===== config.mk =====
export PLATFORM = sky130hd
export DESIGN_NAME = itch_fixed_msg_decoder
export DESIGN_NICKNAME = d
export VERILOG_FILES = /design/src/rtl/itch_decoder_pkg.sv /design/src/rtl/itch_lane_packer.sv /design/src/rtl/itch_fixed_msg_decoder.sv
export SDC_FILE = /design/constraint.sdc
export NUM_CORES = 1
export LEC_CHECK = 0
export CORE_MARGIN = 4
export CORE_UTILIZATION = 49
export DETAILED_ROUTE_END_ITERATION = 8
export PLACE_DENSITY = 0.79
export SYNTH_ARGS = -nofsm -noshare
export SYNTH_HDL_FRONTEND = slang
export SYNTH_SLANG_ARGS = --single-unit

===== constraint.sdc =====
create_clock -name clk -period 7.1 [get_ports clk]
set_input_delay 1.065 -clock clk [delete_from_list [all_inputs] [get_ports clk]]
set_output_delay 1.065 -clock clk [all_outputs]
set_load 0.01 [all_outputs]

===== src/rtl/itch_decoder_pkg.sv =====
// Shared types and ITCH 5.0 message-type constants
// for the fixed-length message decoders.
package itch_decoder_pkg;

    typedef enum logic [1:0] {
        IDLE,
        ACCEPT,
        SKIP,
        DRAIN
    } state_t;

    typedef enum logic [1:0] {
        ERR_NONE,
        ERR_UNDERRUN,
        ERR_OVERRUN,
        ERR_RESTART
    } err_t;

    localparam int CNT_BITS = 7;

    localparam logic [7:0] ITCH_SYS_EVENT = 8'h53;
    localparam logic [7:0] ITCH_ADD_ORDER = 8'h41;
    localparam logic [7:0] ITCH_ADD_MPID  = 8'h46;
    localparam logic [7:0] ITCH_DELETE    = 8'h44;
    localparam logic [7:0] ITCH_EXECUTED  = 8'h45;
    localparam logic [7:0] ITCH_EXEC_PX   = 8'h43;
    localparam logic [7:0] ITCH_CANCEL    = 8'h58;
    localparam logic [7:0] ITCH_REPLACE   = 8'h55;
    localparam logic [7:0] ITCH_TRADE     = 8'h50;

endpackage


===== src/rtl/itch_lane_packer.sv =====
// Maps the valid lanes of one beat onto payload byte slots,
// given the stream index of lane 0.
module itch_lane_packer
    import itch_decoder_pkg::*;
#(
    parameter int LANES      = 1,
    parameter int MSG_LENGTH = 9
) (
    input  logic [LANES*8-1:0]          data_in,
    input  logic [CNT_BITS-1:0]         lanes_in,
    input  logic [CNT_BITS-1:0]         byte_cnt,
    output logic [MSG_LENGTH-2:0]       wr_en,
    output logic [(MSG_LENGTH-1)*8-1:0] wr_data
);

    localparam int PB = MSG_LENGTH - 1;

    // Payload slot j holds stream byte PB-j (byte 1 in the MSBs).
    always_comb begin
        wr_en   = '0;
        wr_data = '0;
        for (int j = 0; j < PB; j++) begin
            for (int l = 0; l < LANES; l++) begin
                if ((CNT_BITS'(l) < lanes_in) &&
                    (byte_cnt + CNT_BITS'(l) ==
                     CNT_BITS'(PB - j))) begin
                    wr_en[j]        = 1'b1;
                    wr_data[j*8+:8] = data_in[l*8+:8];
                end
            end
        end
    end

endmodule


===== src/rtl/itch_fixed_msg_decoder.sv =====
// Multi-lane ITCH fixed-length message decoder with framing
// error reporting and saturating statistics.
module itch_fixed_msg_decoder
    import itch_decoder_pkg::*;
#(
    parameter logic [7:0] MSG_TYPE   = 8'h44,
    parameter int         MSG_LENGTH = 9,
    parameter int         LANES      = 1,
    parameter int         CNT_W      = 16
) (
    input  logic                         clk,
    input  logic                         rst,
    input  logic [LANES*8-1:0]           data_in,
    input  logic                         valid_in,
    input  logic                         sof_in,
    input  logic                         eof_in,
    input  logic [$clog2(LANES+1)-1:0]   lanes_in,
    output logic                         msg_valid,
    output logic                         msg_invalid,
    output logic [1:0]                   err_code,
    output logic [(MSG_LENGTH-1)*8-1:0]  msg_payload,
    output logic [CNT_W-1:0]             ok_count,
    output logic [CNT_W-1:0]             err_count
);

    localparam int PB = MSG_LENGTH - 1;
    localparam int LW = $clog2(LANES + 1);
    localparam logic [CNT_BITS-1:0] LEN =
        CNT_BITS'(MSG_LENGTH);

    state_t state, state_nx, eff;
    err_t   err_q, code_d;

    logic [CNT_BITS-1:0] byte_cnt, byte_cnt_nx;
    logic [CNT_BITS-1:0] base, total, lanes_w;
    logic                start, match, acc, restart;
    logic                ok_d, bad_d;
    logic [PB*8-1:0]     shadow, shadow_nx, wr_data;
    logic [PB-1:0]       wr_en;

    assign start   = valid_in & sof_in;
    assign match   = (data_in[7:0] == MSG_TYPE);
    assign restart = start & (state == ACCEPT);
    assign lanes_w = {{(CNT_BITS-LW){1'b0}}, lanes_in};
    assign base    = start ? '0 : byte_cnt;
    assign total   = base + lanes_w;

    // A sof beat is judged as the first beat of a new message,
    // whatever state it arrives in.
    assign eff = start ? (match ? ACCEPT : SKIP) : state;
    assign acc = valid_in & (eff == ACCEPT);

    itch_lane_packer #(
        .LANES      (LANES),
        .MSG_LENGTH (MSG_LENGTH)
    ) u_packer (
        .data_in  (data_in),
        .lanes_in (lanes_w),
        .byte_cnt (base),
        .wr_en    (wr_en),
        .wr_data  (wr_data)
    );

    always_ff @(posedge clk or posedge rst) begin
        if (rst) begin
            state    <= IDLE;
            byte_cnt <= '0;
        end else begin
            state    <= state_nx;
            byte_cnt <= byte_cnt_nx;
        end
    end

    always_comb begin
        state_nx    = state;
        byte_cnt_nx = byte_cnt;
        if (valid_in) begin
            unique case (eff)
                IDLE:   state_nx = IDLE;
                ACCEPT: begin
                    if (eof_in)
                        state_nx = IDLE;
                    else if (total > LEN)
                        state_nx = DRAIN;
                    else
                        state_nx = ACCEPT;
                end
                SKIP, DRAIN: state_nx = eof_in ? IDLE : eff;
                default: state_nx = IDLE;
            endcase
            byte_cnt_nx = (state_nx == ACCEPT) ? total : '0;
        end
    end

    always_comb begin
        ok_d   = 1'b0;
        bad_d  = 1'b0;
        code_d = ERR_NONE;
        if (restart) begin
            bad_d  = 1'b1;
            code_d = ERR_RESTART;
        end else if (acc) begin
            unique case (1'b1)
                eof_in && (total == LEN): ok_d = 1'b1;
                eof_in && (total < LEN): begin
                    bad_d  = 1'b1;
                    code_d = ERR_UNDERRUN;
                end
                total > LEN: begin
                    bad_d  = 1'b1;
                    code_d = ERR_OVERRUN;
                end
                default: ;
            endcase
        end
    end

    always_comb begin
        shadow_nx = shadow;
        for (int j = 0; j < PB; j++) begin
            if (acc && wr_en[j])
                shadow_nx[j*8+:8] = wr_data[j*8+:8];
        end
    end

    always_ff @(posedge clk or posedge rst) begin
        if (rst) begin
            shadow      <= '0;
            msg_valid   <= 1'b0;
            msg_invalid <= 1'b0;
            err_q       <= ERR_NONE;
            msg_payload <= '0;
            ok_count    <= '0;
            err_count   <= '0;
        end else begin
            shadow      <= shadow_nx;
            msg_valid   <= ok_d;
            msg_invalid <= bad_d;
            if (bad_d)
                err_q <= code_d;
            if (ok_d)
                msg_payload <= shadow_nx;
            if (ok_d && (ok_count != '1))
                ok_count <= ok_count + 1'b1;
            if (bad_d && (err_count != '1))
                err_count <= err_count + 1'b1;
        end
    end

    assign err_code = err_q;

endmodule

==> results by group <==
Routing
  • Drc violations: 0
  • Wire per inst: 19.1 microns
  • Drt first pass iters: 6
  • Starting DRT DRC Count: 303
  • Final wirelength: 15700 microns
  • Vias per inst: 5.60
  • Vias: 4604
  • Detail Route Antenna Nets: 0

Yosys
  • Post-synth EDFFs: 0
  • Synth top area share: 59.3%
  • Post-Synthesis Cells: 510
  • Ys flop type: dfrtp_1
  • Syn Area/Cell: 14.3 sq um
  • Ys Warns: 0
  • Unique masters post-synth: 57
  • Top cells by area, synth: dfrtp_1, mux2_2, mux2_4
  • Register area share after synthesis: 59.3%
  • Fraction of registers with async set/reset: 100%
  • Register bit total from synthesis: 173
  • Synth Cell Area: 7300 sq um
  • Syn_nets: 528
  • Synth area leader: dfrtp_1

Clock tree
  • Root buffer cell: clkbuf_16
  • # hold bufs at CTS: 0
  • TritonCTS buffer count: 17
  • Reg clk slew, reported paths: 0.06 ns
  • H-tree depth: 4
  • CTS Sinks: 173
  • Clk_lat worst skew: 0.42 ns
  • Cells resized by post-CTS repair: 0
  • Post-CTS Setup Bufs: 0
  • CTS tree: done
  • Maximum clock insertion buffer count: 2

Critical path
  • Crit-path slowest cell: o2111a_4
  • Critical path's largest stage delay: 0.92 ns
  • Crit path launch type: input port
  • WP data required: 7.40 ns
  • Cell family with the largest share of critical-path delay: simple AND/OR/NAND/NOR gates
  • Worst setup EP type: flip-flop
  • Crit-path max FO: 77
  • CP arrival: 4.92 ns
  • Critical path cell sequence: clkdlybuf4s50_1 > and2_4 > nor2_1 > ha_1 > nand2_1 > o32a_1 > nor3_1 > o2111a_4 > or4b_1 > xnor2_1
  • Setup CP Type: input port to flip-flop
  • CP Buf/Inv Count: 1

Floorplan
  • Die Area: 16900 sq um
  • Chip Width: 130 microns
  • Number of core rows: 44
  • Starting density of the core: 50.0%
  • Die Y: 130 microns
  • CORE AREA: 14600 sq um
  • IO Pins: 114

Power and ir drop
  • Peak VDD IR: 0.000171 V
  • P_leak: 4.41 nW
  • Pwr Density: 225 nW/um^2
  • Overall power: 2.07 mW

Global routing
  • GRT Resource Usage Total: 19.7%
  • Initial antenna violation count: 0
  • Vias in the first global route: 4988
  • Grt ovf: 0
  • Largest net degree at the start of global routing: 109
  • First-pass GRT wire length: 25900 microns

Final layout
  • Fin util: 62.9%
  • Commonest non-fill, non-tap cells in the layout: dfrtp_1, mux2_2, clkdlybuf4s50_1
  • NumNets Final: 644
  • Most common library cell in the layout ignoring fill and taps: dfrtp_1
  • Area grow syn2layout: 25.8%
  • Share of cells above drive strength 1: 29.5%
  • ANT cells: 0

STA
  • Fmax: 216 MHz
  • Relative slew slack: 31.9%
  • RSZ-0062 raised after global routing: no
  • Final hold violation count: 0
  • Final critical-path share of the clock period: 65.1%
  • Setup TNS: 0 ns
  • Fin crit period: 4.62 ns
  • Worst Skew: 0.0118 ns
  • Final setup viols: 0
  • Worst-margin pin slew: 1.02 ns
  • Final slew viol count: 0

Flow run
  • Number of max-cap violations: 0

Place
  • IO buf count: 113
  • Post-DP HPWL: 10200 microns
  • GPL Wtd Cong: 0.836

Worst hold path
  • Min-Delay Path Class: flip-flop to flip-flop

Outcome
  • Outcome: completed
report_power, final:
| group | switching [mW] | internal, mW | total [mW] |
|---|---|---|---|
| sequential | 0.00638 | 0.993 | 0.999 |
| combinational | 0.0426 | 0.0235 | 0.0661 |
| clock | 0.392 | 0.612 | 1.00 |
kinds of logic after synthesis:
family          after synthesis  synth area share [%]
compound gates               33                  3.39
xor+xnor                     29                  3.48
fa+ha+maj                     4                 0.686
buf+inv                      29                  2.52
flops                       173                  59.3
mux                         132                  21.2
simple gates                110                  9.43
through the flow:
| stage | worst slack (ns) | hold WS (ns) | area (sq um) | cells |
|---|---|---|---|---|
| after detailed placement | 2.04 | 0.479 | 8550 | 791 |
| after global placement | 2.27 | 0.470 | 8550 | 791 |
| after CTS | 2.50 | 0.493 | 9180 | 822 |
| final | 2.48 | 0.487 | 9180 | 822 |
| after floorplan | 1.35 | 0.467 | 7300 | 510 |
| after global routing | 2.15 | 0.508 | 9180 | 822 |
area by class of cell:
cell class / instances / area (sq um)
timing repair buffer: 114 / 1140
multi-input combinational: 308 / 2800
fill: 1040 / 5410
tap: 184 / 230
inverter: 12 / 50.0
clock inverter: 11 / 179
sequential: 173 / 4330
clock buffer: 20 / 457
worst paths after layout:
check                                    from         endpoint  slack [ns]  cells after the start
worst max-delay path                 valid_in     ok_count[13]        2.48                     10
worst min-delay path            err_count[14]    err_count[14]        0.49                      1
worst max register to register    byte_cnt[0]     ok_count[13]        3.60                      9
worst min register to register  err_count[14]    err_count[14]        0.49                      1
max in group asynchronous                 rst  msg_payload[51]        4.54                      3
min in group asynchronous                 rst      ok_count[5]        1.20                      2
synth_stat cells (2+ instances only):
master	n
nor2b_1	4
o21ai_0	4
nor4b_1	3
ha_1	4
a21oi_1	7
nor3_1	4
nand3_1	18
nand4_1	9
dfrtp_1	173
nor4_2	7
nor4_1	2
buf_4	2
o22ai_1	5
inv_1	12
a31oi_1	3
nand2_1	22
buf_2	6
nor3_2	2
and3_1	11
buf_6	8
nor2_1	10
nor2_2	2
mux2_4	16
and4_1	3
xor2_1	16
xnor2_1	13
mux2_2	114
registers in the layout, indices dropped and copies added, names as in the netlist:
register / count
err_code: 2
err_count: 16
state: 2
shadow: 64
msg_valid: 1
ok_count: 16
byte_cnt: 7
msg_payload: 64
msg_invalid: 1
layer usage:
layer | GRT usage, % | vias to the layer above | part of all wire (%)
met5 | 0 | - | 0
met1 | 27.0 | 2345 | 45
met2 | 30.7 | 163 | 48
met3 | 5.16 | 29 | 5.1
li1 | - | 2067 | -
met4 | 6.91 | 0 | 1.7
No activity file was read; power rests on OpenSTA's default activity.
